`config.mk`:
```
export PLATFORM = sky130hd
export DESIGN_NAME = source_gen_mc
export DESIGN_NICKNAME = d
export VERILOG_FILES = /design/src/rtl/source_gen_mc.sv
export SDC_FILE = /design/constraint.sdc
export NUM_CORES = 1
export LEC_CHECK = 0
export BUFFER_PORTS_ARGS = -buffer_cell sky130_fd_sc_hd__buf_2
export CAP_MARGIN = 0
export CELL_PAD_IN_SITES_DETAIL_PLACEMENT = 2
export CELL_PAD_IN_SITES_GLOBAL_PLACEMENT = 2
export CORE_MARGIN = 3
export CORE_UTILIZATION = 33
export DETAILED_ROUTE_END_ITERATION = 16
export PLACE_DENSITY_LB_ADDON = 0.15
export RECOVER_POWER = 100
export SETUP_SLACK_MARGIN = 0.5
export SYNTH_ARGS = -nofsm -noshare
export SYNTH_HDL_FRONTEND = slang
export SYNTH_SLANG_ARGS = --single-unit
```
`constraint.sdc`:
```
create_clock -name clk -period 3 [get_ports clk]
set_input_delay 0 -clock clk [delete_from_list [all_inputs] [get_ports clk]]
set_output_delay 0 -clock clk [all_outputs]
set_load 0.05 [all_outputs]
```
`src/rtl/source_gen_mc.sv`:
```
// source_gen_mc: multi-channel write-stimulus source.
// Issues per-channel write addresses and a registered write strobe into a
// downstream buffer for one frame of NUM_CH*len samples. The channel order is
// either interleaved or sequential per channel. Generation throttles on the
// buffer's almost-full flag and can be aborted with stop.
module source_gen_mc #(
  parameter int ADDR_WIDTH = 7,
  parameter int NUM_CH     = 4,
  parameter int CH_WIDTH   = (NUM_CH > 1) ? $clog2(NUM_CH) : 1
) (
  input  logic                         clk,
  input  logic                         rst,
  input  logic                         start,
  input  logic                         stop,
  input  logic                         en,
  input  logic                         mode,
  input  logic [ADDR_WIDTH-1:0]        len,
  input  logic                         Afull,
  output logic                         WE,
  output logic [ADDR_WIDTH-1:0]        addr,
  output logic [CH_WIDTH-1:0]          ch_id,
  output logic                         busy,
  output logic                         done,
  output logic [ADDR_WIDTH+CH_WIDTH-1:0] wr_count
);

  localparam int WCW = ADDR_WIDTH + CH_WIDTH;

  typedef enum logic [1:0] {IDLE, RUN, DONE} state_t;

  state_t                state_reg, state_next;
  logic                  we_reg, we_next;
  logic [ADDR_WIDTH-1:0] addr_reg, addr_next;
  logic [CH_WIDTH-1:0]   ch_id_reg, ch_id_next;
  logic [CH_WIDTH-1:0]   ch_reg, ch_next;
  logic [WCW-1:0]        wr_count_reg, wr_count_next;
  logic [ADDR_WIDTH-1:0] len_reg, len_next;
  logic                  mode_reg, mode_next;
  logic [ADDR_WIDTH-1:0] cnt_reg [NUM_CH];

  logic                  clr_cnt;
  logic                  wr_fire;
  logic [ADDR_WIDTH-1:0] cur_cnt;
  logic [WCW:0]          frame_total;
  logic                  last_wr;
  logic                  ch_last_sample;

  assign cur_cnt        = cnt_reg[ch_reg];
  assign frame_total    = (WCW+1)'(NUM_CH) * (WCW+1)'(len_reg);
  assign last_wr        = ({1'b0, wr_count_reg} + (WCW+1)'(1)) == frame_total;
  assign ch_last_sample = (cur_cnt + ADDR_WIDTH'(1)) == len_reg;

  // Per-channel sample counters: cleared on frame start, bumped on a write to that channel.
  generate
    for (genvar gi = 0; gi < NUM_CH; gi++) begin : g_cnt
      always_ff @(posedge clk) begin
        if (rst || clr_cnt) begin
          cnt_reg[gi] <= '0;
        end else if (wr_fire && (ch_reg == CH_WIDTH'(gi))) begin
          cnt_reg[gi] <= cnt_reg[gi] + ADDR_WIDTH'(1);
        end
      end
    end
  endgenerate

  // State and datapath registers.
  always_ff @(posedge clk) begin
    if (rst) begin
      state_reg    <= IDLE;
      we_reg       <= 1'b0;
      addr_reg     <= '0;
      ch_id_reg    <= '0;
      ch_reg       <= '0;
      wr_count_reg <= '0;
      len_reg      <= '0;
      mode_reg     <= 1'b0;
    end else begin
      state_reg    <= state_next;
      we_reg       <= we_next;
      addr_reg     <= addr_next;
      ch_id_reg    <= ch_id_next;
      ch_reg       <= ch_next;
      wr_count_reg <= wr_count_next;
      len_reg      <= len_next;
      mode_reg     <= mode_next;
    end
  end

  // Next-state and write generation; stop overrides everything, including a write.
  always_comb begin
    state_next    = state_reg;
    we_next       = 1'b0;
    addr_next     = addr_reg;
    ch_id_next    = ch_id_reg;
    ch_next       = ch_reg;
    wr_count_next = wr_count_reg;
    len_next      = len_reg;
    mode_next     = mode_reg;
    clr_cnt       = 1'b0;
    wr_fire       = 1'b0;
    if (stop) begin
      state_next = IDLE;
    end else begin
      case (state_reg)
        IDLE, DONE: begin
          if (start) begin
            len_next      = len;
            mode_next     = mode;
            clr_cnt       = 1'b1;
            ch_next       = '0;
            wr_count_next = '0;
            state_next    = (len == '0) ? DONE : RUN;
          end
        end
        RUN: begin
          if (en && !Afull) begin
            wr_fire       = 1'b1;
            we_next       = 1'b1;
            addr_next     = cur_cnt;
            ch_id_next    = ch_reg;
            wr_count_next = wr_count_reg + WCW'(1);
            // Interleaved mode moves on after every write; sequential mode
            // only after the channel's final sample of the frame.
            if (!mode_reg || ch_last_sample) begin
              ch_next = (ch_reg == CH_WIDTH'(NUM_CH-1)) ? '0 : ch_reg + CH_WIDTH'(1);
            end
            if (last_wr) begin
              state_next = DONE;
            end
          end
        end
        default: state_next = IDLE;
      endcase
    end
  end

  assign WE       = we_reg;
  assign addr     = addr_reg;
  assign ch_id    = ch_id_reg;
  assign wr_count = wr_count_reg;
  assign busy     = (state_reg == RUN);
  // The final write's strobe is still high on the first DONE cycle; done is
  // held off until it has fallen.
  assign done     = (state_reg == DONE) && !we_reg;

endmodule

```
==> metrics, run 1 <==
Initial Util 0.3435; Die Width 107.3 um; outcome finished, final reports clean; Routed Antenna Nets 0; min Tclk post-route 2769 ps; gr usage total 0.1927; die height 107.3 um; Clock Skew 11.87 ps; Synth Cell Area 0.003388 mm2; Final #Nets about 450; Top Ports 35; row cnt 36; TritonCTS clock tree done; Pwr Total 1.987 mW; Wirelength per Cell 18.81 um; fin. max-slew vios 0; Post-synth ARST share 0; Startpoint Class register; Largest register FFs 28; crit path DAT 3010 ps; FILL cells 1072; CTS sink cnt 61; Seq cells post-synth 61; detailed router's first-iteration violation count 120; maximum clock frequency 361.2 MHz; Clk Latency, worst-skew pair 350 ps; WL final 10.53 mm; syn avg cell area ~9.5 um2; DRC violations left 0; # port buffers 34; core box area about 0.0099 mm2; hold depth 4; top cell type's share of synthesized area 0.2482; DP HPWL 7.500 mm; Root Driver clkbuf_8; leading area contributor after synthesis edfxtp_1; final instance area 0.004240 mm2; global-route wire length before repair 16.95 mm; CP Max Fanout 5; worst-case reg-to-reg path depth 9; Worst Tran Pin Value 967.4 ps; relative slew slack 0.3551; synth top area cells edfxtp_1, dfxtp_1, nor2_1, nand2_1, xnor2_1; critical setup path kind register to register; total CTS buffers 9; die area 0.01152 mm2; share of layout cells above drive strength 1 0.1967; Remaining Overflow, GRT 0; max cap viols 0; Fin. Hold Viols 0; Vias 2835; number of distinct library cells after synthesis 48; Hold Path Class input port to register; largest net degree at the start of global routing 34; Worst Path Required about 3200 ps; # diodes 0; initial antenna violation count 0; Seq/Total Area, Yosys 0.4431; Mapped Cells 357; Crit. End Element register; number of enable flip-flop cells after synthesis 28; dpl cell area 0.003729 mm2; setup TNS 0 ps; vias in the first global route 3104; clk slew on worst S/H paths around 80 ps; CTS Buffer Depth 2; setup violators final 0; GP Congestion ~0.78; Via density 5.063; Syn. warnings 0; Synth Flop Type dfxtp_1; Detailed Routing Iterations Pass 1 4; peak supply drop 0.2486 mV; syn nets 382; unrepaired setup endpoints after global routing yes; Area growth syn-to-layout 25.15%; PD cells 468.5 mW/mm2; htree depth 3; post-route clock period utilization 0.9229; Leak 1.534 nW
-- worst max-delay path, cell delays in order, from the launching register on --
cell and delay [ps]:
dfxtp_4 390, mux4_2 560, ha_4 300, xor2_2 160, and2b_1 200, a21oi_1 250
nor3_2 80, a211oi_2 280, nor3_2 110, mux2_1 330
-- routing by layer --
layer	routed length (um)	GRT usage
met2	5664	0.3561
met4	184	0.05050
met1	4412	0.2250
met3	273	0.04079
met5	0	0
-- kinds of logic after synthesis --
group / Yosys count / synth area share
multiplexers: 19 / 0.08530
XOR/XNOR: 38 / 0.1027
AND/OR/NAND/NOR: 165 / 0.2238
adder cells (fa/ha/maj): 11 / 0.04062
buffers and inverters: 22 / 0.03175
AO/OA/AOI/OAI: 41 / 0.07275
flip-flops: 61 / 0.4431
-- final timing paths --
kind | startpoint | slack (ps) | end
max reg2reg | register | 230 | ch_reg[0]
min | stop | 20 | state_reg[1]
max | register | 230 | ch_reg[0]
min reg2reg | addr[5] | 460 | addr[5]
-- synth_stat cells (2+ instances only) --
cell type	instances
nor2_1	60
nand2_1	49
dfxtp_1	33
edfxtp_1	28
a21oi_1	19
xnor2_1	19
nand3_1	18
xor2_1	17
ha_1	11
inv_1	9
mux2i_1	9
o21ai_0	9
clkbuf_1	7
nor3_1	7
and3_1	5
mux4_2	5
nor4_1	5
buf_6	3
nand2b_1	3
or3_1	3
a211oi_1	2
and2b_1	2
mux2_1	2
mux4_1	2
nor2b_1	2
nor3_2	2
nor3b_1	2
o22ai_1	2
o31ai_1	2
xnor2_2	2
-- final cells by class --
cell class	instances	area [um2]	area share
Clock buffer	10	137.6	0.03246
Inverter	9	33.78	0.007967
Sequential cell	61	1515	0.3573
Tap cell	133	166.4	0.03924
Timing Repair Buffer	67	402.9	0.09501
Clock inverter	6	93.84	0.02213
Multi-Input combinational cell	274	1891	0.4459
-- report_power, final --
part / switching (mW) / internal [mW]
Combinational: 0.108 / 0.0857
Sequential: 0.0358 / 0.894
Clock: 0.366 / 0.497
-- cell usage in the layout (no fill, tap or decap), drive strengths merged, types with 3 or more instances in the layout --
| cell type | n |
|---|---|
| nor2 | 60 |
| nand2 | 49 |
| clkbuf | 34 |
| buf | 34 |
| dfxtp | 33 |
| edfxtp | 28 |
| xnor2 | 21 |
| a21oi | 19 |
| nand3 | 19 |
| xor2 | 17 |
| inv | 11 |
| ha | 11 |
| o21ai | 9 |
| mux2i | 9 |
| dlygate4sd3 | 9 |
| nor3 | 9 |
| mux4 | 7 |
| and3 | 6 |
| nor4 | 5 |
| nand2b | 3 |
| or3 | 3 |
| mux2 | 3 |
-- stage by stage --
stage                     std cells  utilization  worst slack, ps  hold WS (ps)
after floorplan                 357            -            377.3         83.95
after global placement          517       0.3780            213.3         254.9
after detailed placement        517       0.3780            107.7         256.3
after CTS                       554       0.4252            293.3         18.64
after global routing            560       0.4299            82.43         48.17
final                           560       0.4299            231.4         20.19
-- repair_timing --
| action | CTS | global route |
|---|---|---|
| hold endpoints to repair | 10 | 0 |
| buffers inserted | 12 | 6 |
| pin swaps | 4 | 8 |
| resized for setup | 12 | 13 |
| hold buffers | 9 | 0 |
| endpoints found under the setup margin | 6 | 6 |
Note: power is estimated with default switching activity, not from simulation.
==> inputs of run 2 (changes only) <==
--- a/config.mk
+++ b/config.mk
@@ -5,12 +5,14 @@
 export SDC_FILE = /design/constraint.sdc
 export NUM_CORES = 1
 export LEC_CHECK = 0
+export ABC_AREA = 1
+export ABC_CLOCK_PERIOD_IN_PS = 3000
 export BUFFER_PORTS_ARGS = -buffer_cell sky130_fd_sc_hd__buf_2
 export CAP_MARGIN = 0
 export CELL_PAD_IN_SITES_DETAIL_PLACEMENT = 2
 export CELL_PAD_IN_SITES_GLOBAL_PLACEMENT = 2
 export CORE_MARGIN = 3
-export CORE_UTILIZATION = 33
+export CORE_UTILIZATION = 31
 export DETAILED_ROUTE_END_ITERATION = 16
 export PLACE_DENSITY_LB_ADDON = 0.15
 export RECOVER_POWER = 100
==> run 2 against run 1 <==
Net effect: design area about the same; synthesized area grew 6.7%; flip-flop and latch count is the same; non-clock buffer count shrank 19; cell count grew 21%; fmax is 12% higher; first-iteration DRC count fell by 15%; count of clock-buffer cells in the layout up 1; routed wire length is 5.3% higher; critical path type unchanged.
==> metrics, run 2 <==
syn nets 507; PD cells roughly 530 mW/mm2; reg2reg end addr[3]; maximum clock frequency 404.7 MHz; Mapped Cells 482; CTS sink cnt 61; Synth Flop Type dfxtp_1; max cap viols 0; Synth Cell Area 0.003616 mm2; Fin. Hold Viols 0; Die Width around 110 um; number of enable flip-flop cells after synthesis 28; # port buffers 34; number of distinct library cells after synthesis 36; gr usage total 0.1836; unrepaired setup endpoints after global routing yes; share of layout cells above drive strength 1 0.1138; CP max-delay cell dfxtp_1; Levels on crit path 10; clk slew on worst S/H paths approximately 50 ps; vias in the first global route 3633; crit path DAT 2680 ps; Clock Skew around 8.5 ps; Commonest cells post-synth nand2_1, inv_1, nor2_1; switch share 0.2627; critical setup path kind register to register; setup TNS 0 ps; TritonCTS clock tree done; Initial Util 0.3250; Leak between 1.5 and 2 nW; top cell type's share of synthesized area 0.2325; min Tclk post-route approximately 2500 ps; peak supply drop about 0.38 mV; Worst Path Required 3210 ps; fin. max-slew vios 0; leading area contributor after synthesis edfxtp_1; hold_sp rst; initial antenna violation count 0; largest net degree at the start of global routing 20; Area growth syn-to-layout 17.20%; die height 114 um; global-route wire length before repair roughly 19 mm; syn avg cell area 7.502 um2; FILL cells ~1.3k; DRC violations left 0; Via density 4.925; relative slew slack 0.5717; Pwr Total approximately 2.2 mW; share of power burned in registers 0.424; most common cell in the synthesized netlist nand2_1; CTS Buffer Depth 2; crit-path max cell delay 420 ps; Vias 3329; total CTS buffers 9; largest family of logic cells by synthesized area simple AND/OR/NAND/NOR gates; CP Max Fanout 15; most frequent cells in the layout nand2_1, inv_1, nor2_1, nand3_1, a21oi_1; Psw 0.5855 mW; compound-cell area share of the yosys netlist 0.09239; Crit. End Element register; CP top delay family simple AND/OR/NAND/NOR gates; detailed router's first-iteration violation count roughly 100; simple-gate share of the synthesized area 0.3280; worst-case reg-to-reg path depth 10; Final #Nets 556; clock power share 0.467; Synth Area in XOR/XNOR 0.03391; CP Cell Sequence inv_1 > nor2_1 > o21ai_2 > nand2_1 > nor3_4 > nand2_1 > inv_2 > clkbuf_2 > o21ai_0 > a21oi_1; reg-to-reg startpoint state_reg[0]; Hold Path Class input port to register; cell mode on critical path nand2_1; htree depth 3; Detailed Routing Iterations Pass 1 4; GP Congestion 0.7690; DP HPWL 8.414 mm; commonest non-fill, non-tap cell in the layout nand2_1; Syn. warnings 0; row cnt 38; post-synthesis mux area share 0; r2r setup slk between 500 and 600 ps; Seq cells post-synth 61; Seq/Total Area, Yosys 0.4152; # diodes 0; Internal 1.643 mW; Startpoint Class register; post-route clock period utilization 0.8236; Wirelength per Cell 16.41 um; die area approximately 0.013 mm2; Clk Latency, worst-skew pair 340 ps; Logic pwr share 0.108; Worst Tran Pin Value 641.8 ps; synth top area cells edfxtp_1, dfxtp_1, nand2_1, inv_1, nor2_1; core box area about 0.011 mm2; CP endpoint addr[3]; Post-synth ARST share 0; area share of fa/ha/maj cells after synthesis 0.03806; setup violators final 0; outcome finished, final reports clean; hold depth 2; WL final 11.09 mm; Largest register FFs 28; CP bufs+invs 3; setup repair bufs after CTS 0; Root Driver clkbuf_16; Routed Antenna Nets 0; crit path launch state_reg[0]; Remaining Overflow, GRT 0; Top Ports 35
run 2: final cells by class:
class,instances,area [um2],share of cell area
inverters,66,252.7,0.05964
clock inverters,5,50.05,0.01181
well taps,140,175.2,0.04133
clock buffers,11,242.7,0.05728
flip-flops and latches,61,1506,0.3555
repair buffers,48,257.7,0.06082
multi-input cells,345,1753,0.4136
run 2: what timing repair did:
action / CTS / global route
gates cloned: 0 / 0
setup endpoints to repair: 4 / 6
resized for setup: 1 / 3
endpoints found under the hold margin: 9 / 0
hold buffers: 9 / 0
run 2: power groups by stage:
stage / Sequential (mW) / Combinational (mW) / Clock [mW]
6_report: 0.945 / 0.242 / 1.04
5_1_grt: 0.952 / 0.277 / 1.11
4_1_cts: 0.946 / 0.251 / 1.07
3_5_place_dp: 0.962 / 0.240 / 0
3_3_place_gp: 0.960 / 0.232 / 0
2_1_floorplan: 0.958 / 0.168 / 0
run 2: how the worst min path moves through the flow:
stage / slack [ps] / endpoint
final: 40 / WE
after CTS: 30 / WE
after global routing: 50 / WE
after floorplan: 70 / register
after global placement: 260 / mode_reg
after detailed placement: 270 / mode_reg
run 2: layer usage:
layer,vias up,GRT usage,wire (um)
li1,1656,-,-
met1,1623,0.2396,5351
met2,37,0.3048,5329
met3,13,0.04509,287
met4,0,0.04671,123
met5,-,0,0
run 2: through the flow:
step | instances | setup slack, ps | utilization | area [um2] | hold WS [ps]
floorplan | 482 | 801.0 | - | 3616 | 69.07
global placement | 651 | 621.1 | 0.3521 | 3918 | 259.2
detailed placement | 651 | 513.4 | 0.3521 | 3918 | 265.6
CTS | 676 | 639.4 | 0.3866 | 4302 | 33.38
global route | 676 | 236.6 | 0.3809 | 4238 | 50.56
finish | 676 | 529.2 | 0.3809 | 4238 | 38.20
run 2: cells by family (layout without fill, tap and decap cells):
logic type	Yosys count	count (layout)
simple gates	256	256
buf+inv	76	130
compound gates	64	64
flops	61	61
xor+xnor	14	14
fa+ha+maj	11	11
